## config.mk

```make
export PLATFORM = sky130hd
export DESIGN_NAME = pkmc_refresh_sched
export DESIGN_NICKNAME = d
export VERILOG_FILES = /design/src/rtl/pkmc_refresh_sched.sv
export SDC_FILE = /design/constraint.sdc
export NUM_CORES = 1
export LEC_CHECK = 0
export CORE_MARGIN = 2
export CORE_UTILIZATION = 56
export CTS_CLUSTER_DIAMETER = 50
export CTS_CLUSTER_SIZE = 30
export DETAILED_ROUTE_END_ITERATION = 10
export PLACE_DENSITY_LB_ADDON = 0.25
export SYNTH_ARGS = -nofsm -noshare
export SYNTH_HDL_FRONTEND = slang
export SYNTH_SLANG_ARGS = --single-unit
```

## constraint.sdc

```tcl
create_clock -name clk -period 2.9 [get_ports clk]
set_input_delay 0.58 -clock clk [delete_from_list [all_inputs] [get_ports clk]]
set_output_delay 0.58 -clock clk [all_outputs]
set_load 0.02 [all_outputs]
```

## src/rtl/pkmc_refresh_sched.sv

```systemverilog
// pkmc_refresh_sched: SDRAM auto-refresh scheduler.
// Counts refresh intervals, tracks owed refreshes, requests the SDRAM path
// from the decoder and, once granted, issues PRECHARGE-ALL followed by
// back-to-back AUTO-REFRESH commands until nothing is owed.
// Ports:
//   clk, rst_n    - clock, asynchronous active-low reset
//   enable_i      - interval counting enable
//   irq_o         - refresh request to the decoder
//   irq_ack_i     - decoder grant of the SDRAM path
//   cmd_o         - SDRAM command (0 NOP, 1 PRECHARGE_ALL, 2 AUTO_REFRESH)
//   busy_o        - sequencer not idle
//   pending_o     - owed-refresh count
//   overflow_o    - sticky: tick lost while the owed count was saturated
module pkmc_refresh_sched #(
  parameter int unsigned REFRESH_PERIOD = 390,
  parameter int unsigned MAX_PENDING    = 8,
  parameter int unsigned TRP            = 2,
  parameter int unsigned TRFC           = 7,
  parameter int unsigned CNT_W          = 9
) (
  input  logic       clk,
  input  logic       rst_n,
  input  logic       enable_i,
  output logic       irq_o,
  input  logic       irq_ack_i,
  output logic [1:0] cmd_o,
  output logic       busy_o,
  output logic [3:0] pending_o,
  output logic       overflow_o
);

  localparam int unsigned PEND_W   = 4;
  localparam int unsigned WAIT_MAX = (TRP > TRFC) ? TRP : TRFC;
  localparam int unsigned WAIT_W   = $clog2(WAIT_MAX + 1);

  localparam logic [1:0] CMD_NOP = 2'd0;
  localparam logic [1:0] CMD_PRE = 2'd1;
  localparam logic [1:0] CMD_REF = 2'd2;

  typedef enum logic [2:0] {
    S_IDLE     = 3'd0,
    S_REQ      = 3'd1,
    S_PRE      = 3'd2,
    S_WAIT_RP  = 3'd3,
    S_REF      = 3'd4,
    S_WAIT_RFC = 3'd5,
    S_RELEASE  = 3'd6
  } state_e;

  state_e              state_q, state_d;
  logic [CNT_W-1:0]    cnt_q, cnt_d;
  logic [PEND_W-1:0]   pend_q, pend_d;
  logic                ovf_q, ovf_d;
  logic [WAIT_W-1:0]   wait_q, wait_d;
  logic                irq_q, irq_d;
  logic [1:0]          cmd_q, cmd_d;
  logic                busy_q, busy_d;
  logic                tick_c;
  logic                issue_c;

  // Interval counter: wraps at REFRESH_PERIOD-1, held at zero when disabled.
  always_comb begin
    tick_c = 1'b0;
    cnt_d  = '0;
    if (enable_i) begin
      if (cnt_q == CNT_W'(REFRESH_PERIOD - 1)) begin
        tick_c = 1'b1;
      end else begin
        cnt_d = cnt_q + CNT_W'(1);
      end
    end
  end

  // The registered command is what the SDRAM sees this cycle.
  assign issue_c = (cmd_q == CMD_REF);

  // Owed-refresh counter; a simultaneous tick and issue cancel out.
  always_comb begin
    pend_d = pend_q;
    ovf_d  = ovf_q;
    if (tick_c && !issue_c) begin
      if (pend_q == PEND_W'(MAX_PENDING)) begin
        ovf_d = 1'b1;
      end else begin
        pend_d = pend_q + PEND_W'(1);
      end
    end else if (issue_c && !tick_c) begin
      pend_d = pend_q - PEND_W'(1);
    end
  end

  // Sequencer next state; outputs are decoded from the next state so the
  // registered outputs line up with the registered state.
  always_comb begin
    state_d = state_q;
    wait_d  = wait_q;
    irq_d   = 1'b0;
    cmd_d   = CMD_NOP;
    busy_d  = 1'b0;

    case (state_q)
      S_IDLE: begin
        if (pend_q != '0) state_d = S_REQ;
      end
      S_REQ: begin
        if (irq_ack_i) state_d = S_PRE;
      end
      S_PRE: begin
        state_d = S_WAIT_RP;
        wait_d  = WAIT_W'(TRP - 1);
      end
      S_WAIT_RP: begin
        if (wait_q == '0) state_d = S_REF;
        else              wait_d  = wait_q - WAIT_W'(1);
      end
      S_REF: begin
        state_d = S_WAIT_RFC;
        wait_d  = WAIT_W'(TRFC - 1);
      end
      S_WAIT_RFC: begin
        // Drain further owed refreshes without a second precharge.
        if (wait_q == '0) state_d = (pend_d != '0) ? S_REF : S_RELEASE;
        else              wait_d  = wait_q - WAIT_W'(1);
      end
      S_RELEASE: begin
        if (!irq_ack_i) state_d = S_IDLE;
      end
      default: begin
        state_d = S_IDLE;
      end
    endcase

    busy_d = (state_d != S_IDLE);
    case (state_d)
      S_REQ, S_WAIT_RP, S_WAIT_RFC: irq_d = 1'b1;
      S_PRE: begin
        irq_d = 1'b1;
        cmd_d = CMD_PRE;
      end
      S_REF: begin
        irq_d = 1'b1;
        cmd_d = CMD_REF;
      end
      default: irq_d = 1'b0;
    endcase
  end

  // State and output registers.
  always_ff @(posedge clk or negedge rst_n) begin
    if (!rst_n) begin
      state_q <= S_IDLE;
      cnt_q   <= '0;
      pend_q  <= '0;
      ovf_q   <= 1'b0;
      wait_q  <= '0;
      irq_q   <= 1'b0;
      cmd_q   <= CMD_NOP;
      busy_q  <= 1'b0;
    end else begin
      state_q <= state_d;
      cnt_q   <= cnt_d;
      pend_q  <= pend_d;
      ovf_q   <= ovf_d;
      wait_q  <= wait_d;
      irq_q   <= irq_d;
      cmd_q   <= cmd_d;
      busy_q  <= busy_d;
    end
  end

  assign irq_o      = irq_q;
  assign cmd_o      = cmd_q;
  assign busy_o     = busy_q;
  assign pending_o  = pend_q;
  assign overflow_o = ovf_q;

endmodule
```

# Word level (Yosys, flattened, before mapping)
# Cells that the tools add are included.
# totals
register_bits	24
in_bits	4
# op_classes
n_addsub	4
n_eq_ne	15
mux	18
reduce_logical	14
# ops
cell	n
one-hot mux 3 bit (7 select lines)	1
two-way mux 3 bit	6
two-way mux 9 bit	2
== test 3 bit, second input constant	5
== test 3 x 2 -> 1 bit, second input constant	4
two-way mux 4 bit	3
adder 9 x 1 -> 9 bit, second input constant	1
== test 9 bit, second input constant	1
one-hot mux 3 bit (3 select lines)	1
nonzero test 4 bit	2
== test 3 x 1 -> 1 bit, second input constant	2
zero test 3 bit	2
nonzero test 3 bit	2
OR reduction 5 bit	1
adder 4 x 1 -> 4 bit, second input constant	1
== test 4 bit, second input constant	1
one-hot mux 2 bit (2 select lines)	1
AND reduction 2 bit	2
subtractor 4 x 1 -> 4 bit, second input constant	1
two-way mux 1 bit	3
subtractor 3 x 1 -> 3 bit, second input constant	1
== test 2 bit, second input constant	1
logical AND 1 bit	2
zero test 1 bit	2
other kinds (3)	3

# Depth between registers and ports, before layout
# Gate-level depths: netlist (run 1).
# depth
word_depth	14
ltp_mapped	9
ltp_nobuf	9

# Least setup slack after synthesis (run 1)
# Ideal clock, no wire load.
# synth_timing
kind	register to register
startpoint	register cnt_q[0]
endpoint	register state_q[1]
setup_time_ns	0.132
arrival_ns	1.944
t_required_ns	2.768
path_slack_ns	0.825
path_stages_with_launch	9
n_path_buf	1
period_less_slack_ns	2.075
path_cell_list	dfrtp_1 ha_1 and4b_1 buf_6 and3_2 a31o_1 a21oi_1 nor4b_2 or3b_1
# synth_between
elab_chain_len	11
# synth_rtl
element	line	text
start, declared	51	logic [CNT_W-1:0] cnt_q, cnt_d;
start signal, assigned	161	cnt_q <= cnt_d;
== test 9 bit (*)	66	if (cnt_q == CNT_W'(REFRESH_PERIOD - 1)) begin
two-way mux 1 bit (*)	66	
two-way mux 1 bit (*)	65	if (enable_i) begin
zero test 1 bit	87	end else if (issue_c && !tick_c) begin
logical AND 1 bit	87	
two-way mux 4 bit	87	
two-way mux 4 bit (*)	81	if (tick_c && !issue_c) begin
named net pend_d[2]	52	logic [PEND_W-1:0] pend_q, pend_d;
nonzero test 4 bit (*)	122	if (wait_q == '0) state_d = (pend_d != '0) ? S_REF : S_RELEASE;
two-way mux 2 bit (*)	122	
two-way mux 3 bit (*)	122	
one-hot mux 3 bit (7 select lines) (*)	101	case (state_q)
named net state_d[1]	50	state_e state_q, state_d;
end signal, assigned	160	state_q <= state_d;
end, declared	50	
# The timed path passes the listed nets; every way through them passes the cells marked *.
# A chain may end at the register's enable or synchronous reset.

# Worst setup path after layout (run 1)
# Ends and elaborated chain as after synthesis.

==> metrics.md, run 1 <==
| Metric | Value |
|---|---|
| Status | completed |
| Core ar. | 2280 um2 |
| Die W | 53.7 um |
| Number of setup buffers added after CTS | 0 |
| Register area | 601 um2 |
| IO Pins | 13 |
| Crit Path Max Fanout | 7 |
| R2r startpoint | cnt_q[0] |
| Slew margin rel. | 71.1% |
| Crit path max-delay family | simple AND/OR/NAND/NOR gates |
| Post-CTS Resized | 0 |
| Synth Warn # | 0 |
| TritonCTS Buffers | 3 |
| Period utilization | 79.3% |
| DRC Markers | 0 |
| Starting Density | 60.7% |
| Global-route wire length before repair | 4740 um |
| Mapped Nets | 145 |
| Clock Skew | 0.00378 ns |
| CP cell instances | ha_1 -> and4b_1 -> a311oi_1 -> a311oi_1 -> a21oi_1 -> nor4b_2 -> or3b_1 |
| # setup viols final | 0 |
| Hold Slack | 0.491 ns |
| HPWL Detailed | 2020 um |
| WP data required | 3.11 ns |
| Drt initial violations | 33 |
| Antenna Nets Post-Route | 0 |
| Ant diodes | 0 |
| Fin Setup TNS | 0 ns |
| Switch Pwr | 0.125 mW |
| Placed insts | 170 |
| Post-CTS Hold Buffers | 0 |
| Sw Share | 20.4% |
| Most used cell, CP | a311oi_1 |
| Nets@finish | 158 |
| Max frequency | 435 MHz |
| Power per cell area | 390 nW/um2 |
| Slowest library cell on the worst path | dfrtp_1 |
| Syn Area/Cell | 10.3 um2 |
| Post-Syn Area | 1380 um2 |
| Die Ht | 53.7 um |
| #FFs+latches synth | 24 |
| Primary FF master, synth | dfrtp_1 |
| RR Endpoint | state_q[1] |
| CP max stage delay | 0.44 ns |
| Grt ovf | 0 |
| Core Util, Final | 68.9% |
| Hold Crit Class | register to register |
| Largest area contributor in the netlist | dfrtp_1 |
| Post-synth ARST share | 100% |
| H-tree Lvls | 1 |
| Via density per instance | 6.03 |
| Unrepaired setup endpoints after global routing | no |
| Multi-input logic area | 719 um2 |
| Overall routing resource usage | 23.1% |
| Sequential fraction of design power | 55.8% |
| DR vias | 1,049 |
| Crit end category | register |
| Reg2Reg Setup Slack | 0.60 ns |
| Synth-to-Final Area Change | 13.6% |
| Main area contributors after synthesis | dfrtp_1 (43%), ha_1 (6.3%), nor2_1 (4.1%), xor2_1 (2.5%), inv_1 (2.4%) |
| Syn Inst Count | 134 |
| Clock-pin slew on the worst setup and hold paths | 0.14 ns |
| Worst path depth | 7 |
| Root buffer cell | clkbuf_4 |
| Critical path class | register to register |
| Critical path launch point | cnt_q[0] |
| Pleak | 0.664 nW |
| Post-Layout Cell Count | 174 |
| Crit path to | state_q[1] |
| Max-cap violations | 0 |
| Num rows | 17 |
| Pint | 0.488 mW |
| Post-synthesis sequential area ratio | 43.5% |
| Port Buf Inserts | 12 |
| Clock network power share | 40.0% |
| Largest net degree at the start of global routing | 25 |
| Crit path DAT | 2.51 ns |
| Combinational group share of total power | 4.1% |
| CTS tree | yes |
| Die area | 2880 um2 |
| Worst R2R Path Depth | 7 |
| Peak supply drop | 0.317 mV |
| CTS Sinks | 24 |
| GP Congestion | 0.852 |
| Final min period | 2.30 ns |
| Wirelength per Cell | 15.8 um |
| Layout fillers | 175 |
| Final Hold Viols | 0 |
| WP buf/inv | 0 |
| Max Transition Viols Final | 0 |
| Post-synth EDFFs | 0 |
| Worst-Skew Late Latency | 0.32 ns |
| Synth cell types | 50 |
| Layout cell share with drive strength beyond 1 | 11.6% |
| Vias in the first global route | 992 |
| CTS Buffer Depth | 2 |
| Measured slew at the worst slew-check pin | 0.432 ns |
| CP Launch Type | register |
| Final WL | 2750 um |
| Synth top area share | 43.5% |
| Initial antenna violation count | 0 |
| Drt first pass iters | 4 |
[sequential cells by signal, summed over array words and instances, names as in the netlist]
signal      count
overflow_o      1
wait_q          3
state_q         3
irq_o           1
cmd_o           2
busy_o          1
pending_o       4
cnt_q           9
[routing by layer]
layer	GRT usage (%)	up-vias	routed length, um	part of all wire, %
met5	0	-	0	0
met1	31.4	505	1280	47
met3	3.06	4	114	4.1
li1	-	504	-	-
met2	37.4	36	1320	48
met4	9.40	0	31	1.1
[power groups by stage]
stage,sequential (mW),clock (mW),combinational [mW]
floorplan,0.348,0,0.00962
global placement,0.348,0,0.0251
detailed placement,0.348,0,0.0259
CTS,0.342,0.247,0.0258
global route,0.343,0.256,0.0293
finish,0.342,0.245,0.0253
[placed cells by master (no fill, tap or decap), types with 2 or more instances in the layout]
master / netlist / layout
nand3b_1: 2 / 2
nand2b_1: 3 / 3
o2bb2ai_2: 2 / 2
nor2b_1: 2 / 2
nand2_1: 9 / 9
a311oi_1: 3 / 3
dfrtp_1: 24 / 24
clkbuf_4: 0 / 3
xnor2_1: 3 / 3
clkdlybuf4s50_1: 0 / 12
xor2_1: 4 / 4
inv_1: 9 / 9
ha_1: 7 / 7
nand3_1: 4 / 4
a21oi_1: 5 / 5
o21ai_0: 4 / 4
o211ai_1: 2 / 2
nor2_1: 15 / 15
[synthesized netlist by cell type (all sizes together) (2+ instances only)]
| master | n |
|---|---|
| buf | 2 |
| nand3 | 4 |
| inv | 9 |
| nor2 | 15 |
| and3 | 2 |
| nor2b | 2 |
| a21oi | 5 |
| nand2 | 9 |
| nand3b | 2 |
| o2bb2ai | 2 |
| a311oi | 3 |
| nor4b | 2 |
| o211ai | 2 |
| and4 | 2 |
| o21ai | 4 |
| nand2b | 3 |
| xnor2 | 4 |
| ha | 7 |
| xor2 | 5 |
| clkbuf | 3 |
| dfrtp | 24 |
[cells by family (layout without fill, tap and decap cells)]
family	after synthesis	after routing	share of synthesized area [%]
compound gates	29	29	16.4
flops	24	24	43.5
xor+xnor	9	9	6.79
fa+ha+maj	8	8	7.06
simple gates	50	50	21.8
buf+inv	14	26	4.44
[through the flow]
step                      area, um2  setup slack [ns]  total power [mW]
final                          1570             0.599             0.612
after global routing           1570             0.510             0.628
after CTS                      1570             0.615             0.614
after detailed placement       1520             0.516             0.374
after floorplan                1380             0.825             0.357
after global placement         1520             0.584             0.373
[worst register-to-register path: stages, from the launching register on]
cell and delay (ns):
dfrtp_1 0.44, ha_1 0.23, and4b_1 0.29, a311oi_1 0.42
a311oi_1 0.10, a21oi_1 0.23, nor4b_2 0.11, or3b_1 0.37
[area by class of cell]
type,instances,area share (%)
clock buffer,3,1.44
clock inverter,1,1.91
inverter,9,2.15
multi-input combinational,96,45.9
sequential,24,38.3
tap,28,2.23
timing repair buffer,13,8.13
[worst min path at each step]
stage / startpoint / endpoint / slack [ns] / depth (start not counted)
2_1_floorplan: rst_n / busy_o / 0.28 / 0
3_3_place_gp: overflow_o / overflow_o / 0.46 / 1
3_5_place_dp: overflow_o / overflow_o / 0.46 / 1
4_1_cts: overflow_o / overflow_o / 0.50 / 1
5_1_grt: overflow_o / overflow_o / 0.55 / 1
6_report: overflow_o / overflow_o / 0.49 / 1
Power figures use the tool's default switching activity.
==> inputs of run 2 (changes only) <==
Clock period 2.9 ns to 2.2 ns, I/O delays scaled along.
==> run 2 against run 1 <==
  * Worst setup slack lost 0.56 ns
  * Flip-flop and latch count did not move
  * Count of clock-buffer cells in the layout did not move
  * Register-to-register slack worse by 0.56 ns
  * Non-clock buffer count rose by 7
  * Routed wire length up 0.87%
  * Global-route usage decreased by 1.1 points
  * Clock skew increased by 0.0010 ns
  * Maximum frequency grew 6.3%
  * Die area unchanged
  * Final cell count increased by 4.0%
  * Via count decreased by 0.19%
  * Critical endpoint unchanged
  * Largest power group unchanged
==> metrics.md, run 2 (synthesis results as in run 1) <==
| Metric | Value |
|---|---|
| WP buf/inv | 1 (was 0) |
| Register area | 601 um2 (unchanged) |
| IO Pins | 13 (unchanged) |
| Global-route wire length before repair | 4530 um (was 4740 um) |
| Status | completed (unchanged) |
| H-tree Lvls | 1 (unchanged) |
| HPWL Detailed | 1950 um (was 2020 um) |
| Max-cap violations | 0 (unchanged) |
| Hold Slack | 0.453 ns (was 0.491 ns) |
| Combinational group share of total power | 5.2% (was 4.1%) |
| RR Endpoint | state_q[1] (unchanged) |
| Final min period | 2.16 ns (was 2.30 ns) |
| Vias in the first global route | 1,011 (was 992) |
| Drt first pass iters | 4 (unchanged) |
| Final WL | 2770 um (was 2750 um) |
| Final Hold Viols | 0 (unchanged) |
| Die W | 53.7 um (unchanged) |
| Placed insts | 174 (was 170) |
| Multi-input logic area | 754 um2 (was 719 um2) |
| Biggest register | cnt_q (unchanged) |
| Worst R2R Path Depth | 8 (was 7) |
| Switch Pwr | 0.163 mW (was 0.125 mW) |
| Wirelength per Cell | 15.3 um (was 15.8 um) |
| Crit path max-delay family | simple AND/OR/NAND/NOR gates (unchanged) |
| Layout cell share with drive strength beyond 1 | 18.3% (was 11.6%) |
| Crit path DAT | 2.38 ns (was 2.51 ns) |
| Max frequency | 462 MHz (was 435 MHz) |
| TritonCTS Buffers | 3 (unchanged) |
| # setup viols final | 0 (unchanged) |
| Core ar. | 2280 um2 (unchanged) |
| CP cell instances | inv_1 -> ha_2 -> and4b_2 -> and4_4 -> o2bb2ai_4 -> xor2_2 -> nor4b_4 -> or3b_1 (was ha_1 -> and4b_1 -> a311oi_1 -> a311oi_1 -> a21oi_1 -> nor4b_2 -> or3b_1) |
| Port Buf Inserts | 12 (unchanged) |
| CTS Sinks | 24 (unchanged) |
| Unrepaired setup endpoints after global routing | yes (was no) |
| Core Util, Final | 72.8% (was 68.9%) |
| Largest net degree at the start of global routing | 25 (unchanged) |
| Max Transition Viols Final | 0 (unchanged) |
| Synth-to-Final Area Change | 19.9% (was 13.6%) |
| Pleak | 0.706 nW (was 0.664 nW) |
| Starting Density | 60.7% (unchanged) |
| Drt initial violations | 16 (was 33) |
| Post-Layout Cell Count | 181 (was 174) |
| Crit Path Max Fanout | 7 (unchanged) |
| Num rows | 17 (unchanged) |
| DR vias | 1,047 (was 1,049) |
| Antenna Nets Post-Route | 0 (unchanged) |
| Peak supply drop | 0.366 mV (was 0.317 mV) |
| Pint | 0.648 mW (was 0.488 mW) |
| Clock-pin slew on the worst setup and hold paths | 0.13 ns (was 0.14 ns) |
| Die area | 2880 um2 (unchanged) |
| Layout fillers | 157 (was 175) |
| Initial antenna violation count | 0 (unchanged) |
| Ant diodes | 0 (unchanged) |
| Max reg flops | 9 (unchanged) |
| R2r startpoint | cnt_q[1] (was cnt_q[0]) |
| GP Congestion | 0.856 (was 0.852) |
| Worst-Skew Late Latency | 0.32 ns (about the same) |
| CTS Buffer Depth | 2 (unchanged) |
| Nets@finish | 165 (was 158) |
| Clock Skew | 0.00482 ns (was 0.00378 ns) |
| Die Ht | 53.7 um (unchanged) |
| Via density per instance | 5.78 (was 6.03) |
| DRC Markers | 0 (unchanged) |
| Root buffer cell | clkbuf_4 (unchanged) |
| Power per cell area | 490 nW/um2 (was 390 nW/um2) |
| Sequential fraction of design power | 55.4% (was 55.8%) |
| Sw Share | 20.1% (was 20.4%) |
| Fin Setup TNS | 0 ns (unchanged) |
| Crit end category | register (unchanged) |
| Commonest non-fill, non-tap cell in the layout | dfrtp_1 (unchanged) |
| CP max stage delay | 0.42 ns (was 0.44 ns) |
| Clock network power share | 39.4% (was 40.0%) |
| Slew margin rel. | 76.0% (was 71.1%) |
| Grt ovf | 0 (unchanged) |
| Overall routing resource usage | 22.1% (was 23.1%) |
| Slowest library cell on the worst path | dfrtp_1 (unchanged) |
| Measured slew at the worst slew-check pin | 0.360 ns (was 0.432 ns) |
| Period utilization | 98.4% (was 79.3%) |
| WP data required | 2.42 ns (was 3.11 ns) |
| Critical path class | register to register (unchanged) |
| Most frequent cells in the layout | dfrtp_1 (24), nor2_1 (15), clkdlybuf4s50_1 (12), inv_1 (9), nand2_1 (9) (unchanged) |
| CP Launch Type | register (unchanged) |
| CTS tree | yes (unchanged) |
| Reg2Reg Setup Slack | 0.04 ns (was 0.60 ns) |
| Hold Crit Class | primary input to asynchronous set/reset pin (was register to register) |
[run 2: per-layer routing]
layer | share of wire, % | track usage [%] | vias up
li1 | - | - | 514
met1 | 47 | 29.3 | 510
met2 | 49 | 35.6 | 21
met3 | 3.0 | 3.61 | 2
met4 | 1.1 | 9.40 | 0
met5 | 0 | 0 | -
[run 2: worst max-delay path by stage]
stage	startpoint	end	slack, ns	depth (start not counted)
CTS	cnt_q[1]	state_q[1]	0.008	8
global route	cnt_q[1]	state_q[1]	-0.03	8
floorplan	cnt_q[0]	state_q[1]	0.12	8
global placement	enable_i	state_q[1]	0.02	6
finish	cnt_q[1]	state_q[1]	0.04	8
detailed placement	enable_i	state_q[1]	-0.03	6
[run 2: power groups by stage]
stage | Clock, mW | Sequential [mW] | Combinational [mW]
6_report | 0.320 | 0.450 | 0.0420
4_1_cts | 0.329 | 0.450 | 0.0375
3_3_place_gp | 0 | 0.458 | 0.0359
2_1_floorplan | 0 | 0.458 | 0.0127
3_5_place_dp | 0 | 0.458 | 0.0374
5_1_grt | 0.344 | 0.451 | 0.0478
[run 2: per-stage QoR]
| step | worst slack, ns | total power, mW | instance area, um2 |
|---|---|---|---|
| 3_3_place_gp | 0.0233 | 0.494 | 1550 |
| 6_report | 0.0354 | 0.811 | 1660 |
| 4_1_cts | 0.00835 | 0.817 | 1600 |
| 5_1_grt | -0.0253 | 0.843 | 1660 |
| 3_5_place_dp | -0.0263 | 0.496 | 1550 |
| 2_1_floorplan | 0.125 | 0.471 | 1380 |
[run 2: area by class of cell]
| class | instances | area share (%) |
|---|---|---|
| Multi-Input combinational cell | 96 | 45.5 |
| Sequential cell | 24 | 36.3 |
| Timing Repair Buffer | 20 | 10.9 |
| Tap cell | 28 | 2.11 |
| Inverter | 9 | 2.04 |
| Clock inverter | 1 | 1.81 |
| Clock buffer | 3 | 1.36 |
[run 2: worst reg2reg max path: cells and delay by family, from the launching register on]
kind	cells	cell delay, ns
and+or+nand+nor	4	1.03
AOI/OAI and AO/OA	1	0.13
DFF	1	0.42
buffers and inverters	1	0.07
adders and majority gates	1	0.18
xor gates and xnor gates	1	0.23
[run 2: timing repair]
action	4_1_cts	5_1_grt
pin swaps	0	7
endpoints found under the hold margin	0	0
buffers inserted	0	3
setup endpoints to repair	1	3
hold buffers	0	0
gates resized for setup	1	6
